### src/rtl/voltage_monitor_pkg.sv
// -----------------------------------------------------------------------------
// voltage_monitor_pkg
// Shared types for the voltage monitor: the per-channel supervision state and
// the kind of fault that caused entry into FAULT.
// -----------------------------------------------------------------------------
package voltage_monitor_pkg;

    // Per-channel supervision state. FAULT and RECOVER both report a live fault.
    typedef enum logic [1:0] {
        ST_OK      = 2'd0,
        ST_PEND    = 2'd1,
        ST_FAULT   = 2'd2,
        ST_RECOVER = 2'd3
    } ch_state_e;

    // Direction of the excursion that pushed a channel into FAULT.
    typedef enum logic {
        FT_UNDER = 1'b0,
        FT_OVER  = 1'b1
    } fault_type_e;

endpackage : voltage_monitor_pkg

### src/rtl/vm_channel.sv
// -----------------------------------------------------------------------------
// vm_channel
// One monitored channel: classifies each addressed sample as out-of-range or
// good, and runs the OK/PEND/FAULT/RECOVER debounce FSM with a persistence
// counter.
//
// Ports
//   clk, reset_n   : clock (rising edge), asynchronous active-low reset
//   sample_en      : a sample for this channel is present this cycle
//   sample_data    : unsigned ADC sample
//   fault          : channel is in FAULT or RECOVER (decoded from state flops)
//   enter          : this cycle's sample moves the channel into FAULT
//   enter_type     : OVER if that sample is above V_MAX, else UNDER
// -----------------------------------------------------------------------------
module vm_channel
    import voltage_monitor_pkg::*;
#(
    parameter int ADC_W   = 12,
    parameter int V_MIN   = 1000,
    parameter int V_MAX   = 3000,
    parameter int HYST    = 100,
    parameter int PERSIST = 3
) (
    input  logic             clk,
    input  logic             reset_n,
    input  logic             sample_en,
    input  logic [ADC_W-1:0] sample_data,
    output logic             fault,
    output logic             enter,
    output fault_type_e      enter_type
);

    localparam int CNT_W = $clog2(PERSIST + 1);
    localparam logic [CNT_W-1:0] CNT_LAST = CNT_W'(PERSIST);
    localparam logic [CNT_W-1:0] CNT_ONE  = CNT_W'(1);

    // Thresholds folded to ADC_W bits so every comparison is unsigned.
    localparam logic [ADC_W-1:0] OUT_LO  = ADC_W'(V_MIN);
    localparam logic [ADC_W-1:0] OUT_HI  = ADC_W'(V_MAX);
    localparam logic [ADC_W-1:0] GOOD_LO = ADC_W'(V_MIN + HYST);
    localparam logic [ADC_W-1:0] GOOD_HI = ADC_W'(V_MAX - HYST);

    ch_state_e        state_q, state_d;
    logic [CNT_W-1:0] count_q, count_d;

    logic             is_out;
    logic             is_good;
    logic             is_over;
    logic [CNT_W-1:0] count_inc;

    assign is_over   = (sample_data > OUT_HI);
    assign is_out    = (sample_data < OUT_LO) || is_over;
    assign is_good   = (sample_data >= GOOD_LO) && (sample_data <= GOOD_HI);
    assign count_inc = count_q + CNT_ONE;

    // NOTE: every output of this block gets a default first, so no path leaves
    // a signal unassigned and no latch is inferred.
    always_comb begin
        state_d    = state_q;
        count_d    = count_q;
        enter      = 1'b0;
        enter_type = is_over ? FT_OVER : FT_UNDER;

        if (sample_en) begin
            unique case (state_q)
                ST_OK: begin
                    if (is_out) begin
                        if (PERSIST == 1) begin
                            state_d = ST_FAULT;
                            count_d = '0;
                            enter   = 1'b1;
                        end else begin
                            state_d = ST_PEND;
                            count_d = CNT_ONE;
                        end
                    end
                end
                ST_PEND: begin
                    if (!is_out) begin
                        state_d = ST_OK;
                        count_d = '0;
                    end else if (count_inc == CNT_LAST) begin
                        state_d = ST_FAULT;
                        count_d = '0;
                        enter   = 1'b1;
                    end else begin
                        count_d = count_inc;
                    end
                end
                ST_FAULT: begin
                    if (is_good) begin
                        if (PERSIST == 1) begin
                            state_d = ST_OK;
                            count_d = '0;
                        end else begin
                            state_d = ST_RECOVER;
                            count_d = CNT_ONE;
                        end
                    end
                end
                ST_RECOVER: begin
                    // Falling back to FAULT is not a new entry: no enter pulse.
                    if (!is_good) begin
                        state_d = ST_FAULT;
                        count_d = '0;
                    end else if (count_inc == CNT_LAST) begin
                        state_d = ST_OK;
                        count_d = '0;
                    end else begin
                        count_d = count_inc;
                    end
                end
                default: begin
                    state_d = ST_OK;
                    count_d = '0;
                end
            endcase
        end
    end

    // NOTE: state flops use non-blocking assignments so every flop samples the
    // pre-edge value of every other flop, matching real hardware.
    always_ff @(posedge clk or negedge reset_n) begin
        if (!reset_n) begin
            state_q <= ST_OK;
            count_q <= '0;
        end else begin
            state_q <= state_d;
            count_q <= count_d;
        end
    end

    assign fault = (state_q == ST_FAULT) || (state_q == ST_RECOVER);

endmodule : vm_channel

### src/rtl/voltage_monitor.sv
// -----------------------------------------------------------------------------
// voltage_monitor
// Multi-channel voltage supervisor. Each channel is debounced by a vm_channel
// instance; this level adds sticky fault bits, a one-cycle irq on every new
// fault entry and a first-fault record.
//
// Ports
//   clk, reset_n          : clock (rising edge), asynchronous active-low reset
//   sample_valid          : sample strobe
//   sample_ch             : channel index of the sample
//   sample_data           : unsigned sample value
//   clr_mask              : per-channel sticky-clear pulse
//   fault_vec             : live per-channel fault (FAULT or RECOVER)
//   fault_sticky          : latched per-channel fault
//   fault_any             : OR of fault_vec
//   irq                   : one-cycle pulse on any new fault entry
//   first_valid/ch/over   : first-fault record (over=1 over-voltage)
// -----------------------------------------------------------------------------
module voltage_monitor
    import voltage_monitor_pkg::*;
#(
    parameter int N_CH    = 4,
    parameter int ADC_W   = 12,
    parameter int V_MIN   = 1000,
    parameter int V_MAX   = 3000,
    parameter int HYST    = 100,
    parameter int PERSIST = 3,
    localparam int CH_W   = (N_CH > 1) ? $clog2(N_CH) : 1
) (
    input  logic             clk,
    input  logic             reset_n,
    input  logic             sample_valid,
    input  logic [CH_W-1:0]  sample_ch,
    input  logic [ADC_W-1:0] sample_data,
    input  logic [N_CH-1:0]  clr_mask,
    output logic [N_CH-1:0]  fault_vec,
    output logic [N_CH-1:0]  fault_sticky,
    output logic             fault_any,
    output logic             irq,
    output logic             first_valid,
    output logic [CH_W-1:0]  first_ch,
    output logic             first_over
);

    logic [N_CH-1:0] enter_vec;
    fault_type_e     enter_type [N_CH];

    // Out-of-range indices never match any channel, so they are ignored.
    for (genvar i = 0; i < N_CH; i++) begin : g_ch
        vm_channel #(
            .ADC_W   (ADC_W),
            .V_MIN   (V_MIN),
            .V_MAX   (V_MAX),
            .HYST    (HYST),
            .PERSIST (PERSIST)
        ) u_ch (
            .clk         (clk),
            .reset_n     (reset_n),
            .sample_en   (sample_valid && (sample_ch == CH_W'(i))),
            .sample_data (sample_data),
            .fault       (fault_vec[i]),
            .enter       (enter_vec[i]),
            .enter_type  (enter_type[i])
        );
    end

    assign fault_any = |fault_vec;

    logic [N_CH-1:0] sticky_q, sticky_d;
    logic            irq_q, irq_d;
    logic            first_valid_q, first_valid_d;
    logic [CH_W-1:0] first_ch_q, first_ch_d;
    logic            first_over_q, first_over_d;

    always_comb begin
        // A set in the same cycle as a clear wins.
        sticky_d      = (sticky_q & ~clr_mask) | enter_vec;
        irq_d         = |enter_vec;
        first_valid_d = first_valid_q;
        first_ch_d    = first_ch_q;
        first_over_d  = first_over_q;

        if (!first_valid_q) begin
            // Only one channel can enter per cycle; the loop just selects it.
            for (int i = N_CH - 1; i >= 0; i--) begin
                if (enter_vec[i]) begin
                    first_valid_d = 1'b1;
                    first_ch_d    = CH_W'(i);
                    first_over_d  = (enter_type[i] == FT_OVER);
                end
            end
        end else if (clr_mask[first_ch_q] && !enter_vec[first_ch_q]) begin
            first_valid_d = 1'b0;
        end
    end

    always_ff @(posedge clk or negedge reset_n) begin
        if (!reset_n) begin
            sticky_q      <= '0;
            irq_q         <= 1'b0;
            first_valid_q <= 1'b0;
            first_ch_q    <= '0;
            first_over_q  <= 1'b0;
        end else begin
            sticky_q      <= sticky_d;
            irq_q         <= irq_d;
            first_valid_q <= first_valid_d;
            first_ch_q    <= first_ch_d;
            first_over_q  <= first_over_d;
        end
    end

    assign fault_sticky = sticky_q;
    assign irq          = irq_q;
    assign first_valid  = first_valid_q;
    assign first_ch     = first_ch_q;
    assign first_over   = first_over_q;

endmodule : voltage_monitor

### config.mk
export PLATFORM = sky130hd
export DESIGN_NAME = voltage_monitor
export DESIGN_NICKNAME = d
export VERILOG_FILES = /design/src/rtl/voltage_monitor_pkg.sv /design/src/rtl/vm_channel.sv /design/src/rtl/voltage_monitor.sv
export SDC_FILE = /design/constraint.sdc
export NUM_CORES = 1
export LEC_CHECK = 0
export BUFFER_PORTS_ARGS = -buffer_cell sky130_fd_sc_hd__buf_2
export CORE_ASPECT_RATIO = 0.9
export CORE_MARGIN = 3
export CORE_UTILIZATION = 53
export DETAILED_ROUTE_END_ITERATION = 10
export PLACE_DENSITY = 0.78
export RECOVER_POWER = 50
export SLEW_MARGIN = 5
export SYNTH_ARGS = -nofsm -noshare
export SYNTH_HDL_FRONTEND = slang
export SYNTH_SLANG_ARGS = --single-unit
### constraint.sdc
create_clock -name clk -period 1.75 [get_ports clk]
set_input_delay 0.0875 -clock clk [delete_from_list [all_inputs] [get_ports clk]]
set_output_delay 0.0875 -clock clk [all_outputs]
set_load 0.02 [all_outputs]
==> summary.md, run 1 <==
| Metric | Value |
|---|---|
| Outcome | completed |
| Dpl ws | -162 ps |
| Initial antenna violation count | 0 |
| Synthesis-stage register bit count | 25 |
| Worst skew pair latency | 330 ps |
| Actual slew at the worst max-slew pin | 1360 ps |
| Post-synth ARST share | 100% |
| Initial Util | 59.3% |
| Internal power | 1.33 mW |
| Placer Congestion | 0.845 |
| Ports | 35 |
| R2R depth | 6 |
| Design area | 1980 µm² |
| CTS Buf Count | 3 |
| Hold Fails Final Rpt | 0 |
| Largest net degree at the start of global routing | 26 |
| Synth area leaders | dfrtp_1, nand2_1, o21ai_1 |
| Flop pwr share | 43.5% |
| Wirelength per Cell | 15.3 µm |
| R2r setup slk | 60 ps |
| Static Leak | 0.895 nW |
| Total gr overflow | 0 |
| NumNets Final | 243 |
| Syn avg cell area | 8.98 µm² |
| Synth top cells by count | dfrtp_1, nand2_1, nor2_1 |
| Reg-to-Reg Start | g_ch[1].u_ch.state_q[0] |
| Crit path kind | flop to flop |
| Pwr Total | 2.25 mW |
| Finish-stage setup viols | 0 |
| CP arrival | 1920 ps |
| P&R area growth vs syn | 27.2% |
| Net Sw Power | 0.916 mW |
| WL final | 3960 µm |
| Count leader, synth | dfrtp_1 |
| Reg clk slew, reported paths | 140 ps |
| # rows | 17 |
| Clock Root Buffer | clkbuf_4 |
| Clock group share of total power | 11.9% |
| First-pass GRT wire length | 6690 µm |
| Max Root-Sink Buffers | 2 |
| Crit path from | g_ch[1].u_ch.state_q[0] |
| Cell area after placement | 1800 µm² |
| Max Clk Rate | 592 MHz |
| Final hold slack | 126 ps |
| Max VDD drop | 0.000713 V |
| Post-synth cell types | 47 |
| Worst min-delay path class | input port to flop |
| Port bufs | 34 |
| Finished Layout Cells | 259 |
| Diode count | 0 |
| Req. time, crit path | 1980 ps |
| CP Launch Type | flop |
| Final Max Tran Viols | 0 |
| Fin crit period | 1690 ps |
| Critical path destination | first_valid |
| Clock sinks | 25 |
| Fin crit share | 96.5% |
| Number of max-cap violations | 0 |
| Synth Cell Area | 1550 µm² |
| Final core occ | 75.5% |
| HPWL after DPL | 2880 µm |
| EDFF count, synth | 0 |
| Htree depth | 1 |
| Chip height | 57.4 µm |
| Post-synth top flop | dfrtp_1 |
| Vias per std cell | 5.91 |
| Post-synth top area share | 40.3% |
| Pwr dens | 1140 nW/µm² |
| Worst-path fanout max | 5 |
| Setup Skew | 9.34 ps |
| Filler Cells Inserted | 201 |
| Dpl cells | 246 |
| Core area | 2620 µm² |
| Post-synthesis net count | 194 |
| Slew HR | 9.12% |
| Final ANT Viol Nets | 0 |
| Comb pwr share | 44.6% |
| Setup TNS Final | 0 ps |
| Initial DRC count | 76 |
| Iteration count of the initial detailed-routing pass | 4 |
| Via count | 1530 |
| Switching share of total power | 40.7% |
| R2R Path End | first_valid |
| Number of cells produced by synthesis | 173 |
| Ys Warns | 0 |
| Die Area | 3620 µm² |
| Final setup margin | 60.5 ps |
| Sequential-to-total area share from yosys stat | 40.3% |
| Final routed DRC violation total | 0 |
| Layout cells sized above 1 | 31.7% |
| GRT Util Overall | 23.2% |
| CTS tree | built |
| Number of global-route vias before repair | 1475 |
| Cell taking the most area after synthesis | dfrtp_1 |
| Crit end category | flop |
| Die span in x | 63.1 µm |
cells in the final DEF (no fill, tap or decap), types with 2 or more instances in the layout:
cell type       n
o21ai_1        11
o21ai_0         3
or4_1           3
o21a_1          2
nand3b_1        3
a21oi_1         5
nand4b_1        2
dfrtp_1        25
nand3_1         3
buf_4          17
nor2_4          4
nor3b_1         2
nor3_2          2
clkbuf_1        7
mux2i_1         3
nor2b_1         2
nand3_2         2
o22ai_1         2
nand2_1        19
a2bb2oi_1       3
buf_2          27
a211oi_1        3
o31ai_1         3
o32a_1          2
mux2_4          2
dlygate4sd3_1   5
clkbuf_4        3
inv_1          10
nor2b_2         2
a211o_1         2
nor2_1         10
and3b_1         3
nor3_1          3
mux4_2          2
sequential cells by signal, summed over array words and instances, names as in the netlist:
signal	flops
g_ch.u_ch.count_q	8
fault_sticky	4
irq	1
g_ch.u_ch.state_q	8
first_ch	2
first_over	1
first_valid	1
kinds of logic (layout without fill, tap and decap cells):
group	Yosys count	count (layout)	share of synthesized area, %
buf+inv	22	70	7.01
compound gates	46	46	20.0
mux	8	8	7.49
flops	25	25	40.3
simple gates	72	72	25.2
cell type report:
class	instances	area [µm²]	share of cell area, %
multi-input combinational	126	898	45.5
sequential	25	626	31.7
timing repair buffer	56	339	17.2
tap	38	47.5	2.41
inverter	10	37.5	1.90
clock buffer	3	22.5	1.14
clock inverter	1	5.00	0.253
worst max-delay path, stage by stage, from the launching register on:
cell,delay (ps)
dfrtp_1,430
and3b_2,250
nand2_4,80
nor2_4,50
mux4_2,470
a21oi_2,140
o21ba_1,160
what timing repair did:
action | 4_1_cts | 5_1_grt
cloned | 0 | 0
hold endpoints to repair | 29 | 0
endpoints found under the setup margin | 2 | 3
setup buffers | 1 | 3
pin swaps | 1 | 4
gates resized for setup | 2 | 18
hold buffers | 5 | 0
power by group through the flow:
| stage | registers, mW | clock network, mW | logic, mW |
|---|---|---|---|
| global placement | 0.948 | 0 | 0.874 |
| CTS | 0.949 | 0.273 | 0.932 |
| global route | 1.01 | 0.296 | 1.10 |
| detailed placement | 0.955 | 0 | 0.917 |
| finish | 0.978 | 0.267 | 1.00 |
| floorplan | 0.989 | 0 | 0.594 |
worst min path at each step:
stage / from / to / slack [ps] / depth (start not counted)
detailed placement: reset_n / g_ch[1].u_ch.count_q[1] / 110 / 1
CTS: sample_valid / g_ch[1].u_ch.state_q[0] / 120 / 3
global placement: reset_n / g_ch[1].u_ch.count_q[1] / 110 / 1
floorplan: reset_n / fault_sticky[0] / -210 / 0
global route: sample_valid / g_ch[1].u_ch.state_q[0] / 140 / 3
finish: sample_valid / g_ch[1].u_ch.state_q[0] / 130 / 3
metal layers:
layer	vias up	GRT usage [%]	part of all wire (%)
met5	-	0	0
met4	0	9.43	1.8
met3	9	4.13	5.3
met2	68	39.8	50
met1	731	29.2	42
li1	722	-	-
Note: power is estimated with default switching activity, not from simulation.
==> inputs of run 2 (changes only) <==
--- a/config.mk
+++ b/config.mk
@@ -8,9 +8,10 @@
 export BUFFER_PORTS_ARGS = -buffer_cell sky130_fd_sc_hd__buf_2
 export CORE_ASPECT_RATIO = 0.9
 export CORE_MARGIN = 3
-export CORE_UTILIZATION = 53
+export CORE_UTILIZATION = 57
+export CTS_CLUSTER_DIAMETER = 40
 export DETAILED_ROUTE_END_ITERATION = 10
-export PLACE_DENSITY = 0.78
+export PLACE_DENSITY = 0.83
 export RECOVER_POWER = 50
 export SLEW_MARGIN = 5
 export SYNTH_ARGS = -nofsm -noshare
==> constraint.sdc (replaced) <==
create_clock -name clk -period 2.1 [get_ports clk]
set_input_delay 0.105 -clock clk [delete_from_list [all_inputs] [get_ports clk]]
set_output_delay 0.105 -clock clk [all_outputs]
set_load 0.02 [all_outputs]
==> run 2 against run 1 <==
Against the previous run:
- clock-buffer cell count did not move
- clock power fell by 17%
- first-iteration DRC count rose by 1.3%
- total power fell by 24%
- sequential share of layout area rose by 3.5 points
- highest routed layer unchanged
==> summary.md, run 2 (synthesis gave the netlist of run 1 again) <==
| Metric | Value |
|---|---|
| CP arrival | 2050 ps |
| Worst-path fanout max | 5 |
| Commonest cells after routing, fill and taps aside | buf_2, dfrtp_1, nand2_1 |
| Clock Root Buffer | clkbuf_4 |
| Worst min-delay path class | input port to flop |
| WL final | 3480 µm |
| HPWL after DPL | 2590 µm |
| GRT met2 Usage | 36.0% |
| CP Launch Type | flop |
| Max Root-Sink Buffers | 2 |
| GR Util met1 | 28.4% |
| Final core occ | 70.2% |
| Finish-stage setup viols | 0 |
| First-pass GRT wire length | 5730 µm |
| Finished Layout Cells | 235 |
| Reg clk slew, reported paths | 140 ps |
| CTS Buf Count | 3 |
| Pwr dens | 962 nW/µm² |
| Static Leak | 0.802 nW |
| Core area | 2530 µm² |
| Placer Congestion | 0.850 |
| Post-CTS sizing | 0 |
| Initial antenna violation count | 0 |
| Hold Fails Final Rpt | 0 |
| Worst skew pair latency | 330 ps |
| Iteration count of the initial detailed-routing pass | 4 |
| Fin crit period | 1810 ps |
| Outcome | completed |
| Wirelength per Cell | 14.8 µm |
| Chip height | 55.5 µm |
| Layout cells sized above 1 | 19.8% |
| CTS tree | built |
| Die Area | 3390 µm² |
| Req. time, crit path | 2340 ps |
| Number of max-cap violations | 0 |
| Fin crit share | 86.4% |
| Initial DRC count | 77 |
| Vias per std cell | 6.01 |
| Max VDD drop | 0.000608 V |
| Pwr Total | 1.71 mW |
| Die span in x | 61.0 µm |
| NumNets Final | 229 |
| Max Clk Rate | 551 MHz |
| RSZ-0062 raised after global routing | false |
| Final ANT Viol Nets | 0 |
| GRT Util Overall | 22.1% |
| Actual slew at the worst max-slew pin | 1340 ps |
| Ports | 35 |
| Via count | 1412 |
| # rows | 17 |
| Global Route met3 Usage | 5.84% |
| Htree depth | 1 |
| Port bufs | 34 |
| Filler Cells Inserted | 198 |
| Most common library cell in the layout ignoring fill and taps | buf_2 |
| P&R area growth vs syn | 14.4% |
| Multi-input gate area | 818 µm² |
| Largest net degree at the start of global routing | 26 |
| Number of global-route vias before repair | 1294 |
| Final setup margin | 286 ps |
| Dpl ws | 163 ps |
| Register Area | 626 µm² |
| Final routed DRC violation total | 0 |
| Setup TNS Final | 0 ps |
| Crit end category | flop |
| Global route hottest layer | met2 |
| Clock sinks | 25 |
| Initial Util | 61.3% |
| Crit path kind | flop to flop |
| Slew HR | 10.5% |
| Diode count | 0 |
| Final Max Tran Viols | 0 |
| Total gr overflow | 0 |
| Dpl cells | 226 |
| Setup Skew | 3.17 ps |
## run 2: cell types whose count changed in the layout (fill, tap and decap cells not counted), sizes merged
| cell | change |
|---|---|
| buf | -15 |
| clkbuf | +1 |
## run 2: area by class of cell
class | count | area share, %
clock buffer | 3 | 1.27
clock inverter | 1 | 0.282
inverter | 10 | 2.11
multi-input combinational | 126 | 46.1
sequential | 25 | 35.2
tap | 28 | 1.97
timing repair buffer | 42 | 13.1
## run 2: path summary, 6_finish.rpt
| path | from | end | slack, ps | cells past startpoint |
|---|---|---|---|---|
| max | g_ch[0].u_ch.state_q[0] | first_valid | 290 | 6 |
| min | sample_ch[1] | g_ch[3].u_ch.state_q[0] | 180 | 4 |
| max reg2reg | g_ch[0].u_ch.state_q[0] | first_valid | 290 | 6 |
| min reg2reg | g_ch[1].u_ch.state_q[0] | g_ch[1].u_ch.count_q[0] | 520 | 1 |
| max in group asynchronous | reset_n | g_ch[1].u_ch.state_q[1] | 740 | 2 |
| min in group asynchronous | reset_n | g_ch[1].u_ch.count_q[1] | 580 | 2 |
## run 2: per-layer routing
layer	up-vias	wire length, µm
li1	696	-
met2	41	1700
met5	-	0
met1	671	1580
met3	4	169
met4	0	37
## run 2: where the power goes
part | switching, mW | internal [mW] | leakage [nW] | total, mW
Combinational | 0.352 | 0.304 | 0.466 | 0.656
Clock | 0.151 | 0.0716 | 0.0177 | 0.222
Sequential | 0.193 | 0.637 | 0.319 | 0.831
## run 2: what timing repair did
action,CTS,global route
setup buffers,0,0
setup endpoints to repair,0,0
hold buffers,5,0
endpoints found under the hold margin,29,0
## run 2: through the flow
| stage | hold WS [ps] | instance area, µm² |
|---|---|---|
| 2_1_floorplan | -191 | 1550 |
| 3_3_place_gp | 119 | 1710 |
| 3_5_place_dp | 123 | 1710 |
| 4_1_cts | 169 | 1790 |
| 5_1_grt | 179 | 1780 |
| 6_report | 180 | 1780 |
## run 2: critical path, cell delays in order, from the launching register on
cell	delay (ps)
dfrtp_1	450
and3b_1	200
nand2_1	120
nor2_1	110
mux4_2	480
a21oi_1	190
o21ba_1	160
==> inputs of run 3 (changes only) <==
--- a/config.mk
+++ b/config.mk
@@ -13,7 +13,8 @@
 export DETAILED_ROUTE_END_ITERATION = 10
 export PLACE_DENSITY = 0.83
 export RECOVER_POWER = 50
-export SLEW_MARGIN = 5
+export REMOVE_ABC_BUFFERS = 1
+export SLEW_MARGIN = 20
 export SYNTH_ARGS = -nofsm -noshare
 export SYNTH_HDL_FRONTEND = slang
 export SYNTH_SLANG_ARGS = --single-unit
==> run 3 against run 2 <==
Against the previous run:
- utilization stayed put
- setup slack better by 19 ps
- combinational power is 2% higher
- via count is 1.8% higher
- non-clock buffer count stayed put
==> summary.md, run 3 (synthesis gave the netlist of run 1 again) <==
| Metric | Value |
|---|---|
| Outcome | completed |
| Max VDD drop | 0.000576 V |
| GRT Util Overall | 24.2% |
| Via count | 1438 |
| Final ANT Viol Nets | 0 |
| Fin crit share | 85.5% |
| Initial antenna violation count | 0 |
| Clock Root Buffer | clkbuf_4 |
| CP Launch Type | flop |
| Crit path kind | flop to flop |
| Wirelength per Cell | 15.7 µm |
| Actual slew at the worst max-slew pin | 1340 ps |
| Commonest cells after routing, fill and taps aside | buf_2, dfrtp_1, nand2_1 |
| Worst min-delay path class | input port to flop |
| Static Leak | 0.802 nW |
| Crit end category | flop |
| Max Root-Sink Buffers | 2 |
| Reg-to-Reg Start | g_ch[0].u_ch.count_q[0] |
| Ports | 35 |
| Worst skew pair latency | 330 ps |
| P&R area growth vs syn | 14.4% |
| Final setup margin | 305 ps |
| Layout cells sized above 1 | 19.8% |
| Finish-stage setup viols | 0 |
| # rows | 17 |
| Chip height | 55.5 µm |
| Worst hold stages | 3 |
| Largest net degree at the start of global routing | 26 |
| Core area | 2530 µm² |
| Pwr Total | 1.72 mW |
| Worst-path fanout max | 5 |
| Hold Fails Final Rpt | 0 |
| Cell area after placement | 1710 µm² |
| Post-CTS setup buffer count | 0 |
| Final hold slack | 153 ps |
| Port bufs | 34 |
| WL final | 3700 µm |
| Vias per std cell | 6.12 |
| Iteration count of the initial detailed-routing pass | 4 |
| CTS tree | built |
| Total gr overflow | 0 |
| Die Area | 3390 µm² |
| RSZ-0062 raised after global routing | false |
| Pwr dens | 970 nW/µm² |
| R2R depth | 6 |
| Number of global-route vias before repair | 1417 |
| Htree depth | 1 |
| Placer Congestion | 0.814 |
| Most common library cell in the layout ignoring fill and taps | buf_2 |
| Initial DRC count | 89 |
| R2R Path End | first_ch[1] |
| Die span in x | 61.0 µm |
| Crit path from | g_ch[0].u_ch.count_q[0] |
| First-pass GRT wire length | 6340 µm |
| Final Max Tran Viols | 0 |
| Reg clk slew, reported paths | 140 ps |
| R2r setup slk | 300 ps |
| CTS Buf Count | 3 |
| NumNets Final | 229 |
| Max Clk Rate | 557 MHz |
| WHS Endpoint | g_ch[1].u_ch.state_q[0] |
| Req. time, crit path | 2370 ps |
| Initial Util | 61.3% |
| CP arrival | 2070 ps |
| Setup Skew | 2.71 ps |
| Setup TNS Final | 0 ps |
| Number of max-cap violations | 0 |
| Slew HR | 10.5% |
| Worst Hold Launch | sample_valid |
| HPWL after DPL | 2740 µm |
| Clock sinks | 25 |
| Diode count | 0 |
| Design area | 1780 µm² |
| Final routed DRC violation total | 0 |
| Fin crit period | 1800 ps |
| Dpl ws | 144 ps |
==> run 3: worst max-delay path by stage <==
stage / end / slack [ps] / cells after the start
5_1_grt: first_over / 170 / 6
6_report: first_ch[1] / 300 / 6
3_3_place_gp: g_ch[2].u_ch.count_q[1] / 220 / 7
2_1_floorplan: g_ch[2].u_ch.count_q[1] / 270 / 6
4_1_cts: first_over / 310 / 6
3_5_place_dp: g_ch[1].u_ch.count_q[1] / 140 / 7
==> run 3: worst max-delay path, stage by stage, from the launching register on <==
cell and delay (ps):
dfrtp_1 440, and3b_1 250, nand2_1 100, nor2_1 280, nor4_1 110, nor3_1 320
o32a_1 240
==> run 3: timing repair <==
item / in CTS / in global routing
endpoints found under the hold margin: 29 / 0
hold buffers: 5 / 0
gates resized for setup: 0 / 0
==> run 3: layer usage <==
metal  share of wire, %  global-route usage [%]  wire length (µm)
met5                  0                       0                 0
met2                 50                    39.2              1860
met3                5.1                    4.91               189
met1                 44                    32.7              1610
met4                1.0                    5.88                38
==> run 3: cell type report <==
type                            count  area, µm²
Multi-Input combinational cell    126        818
Clock buffer                        3       22.5
Sequential cell                    25        626
Timing Repair Buffer               42        233
Tap cell                           28       35.0
Clock inverter                      1       5.00
Fill cell                         206        754
Inverter                           10       37.5
==> run 3: report_power, final <==
| group | total (mW) | internal, mW | switching, mW |
|---|---|---|---|
| logic | 0.668 | 0.304 | 0.363 |
| clock network | 0.220 | 0.0716 | 0.149 |
| registers | 0.836 | 0.637 | 0.199 |
==> run 3: stage by stage <==
stage          util (%)  instances
3_3_place_gp       67.5        226
5_1_grt            70.2        235
2_1_floorplan         -        161
6_report           70.2        235
4_1_cts            70.6        235
3_5_place_dp       67.5        226
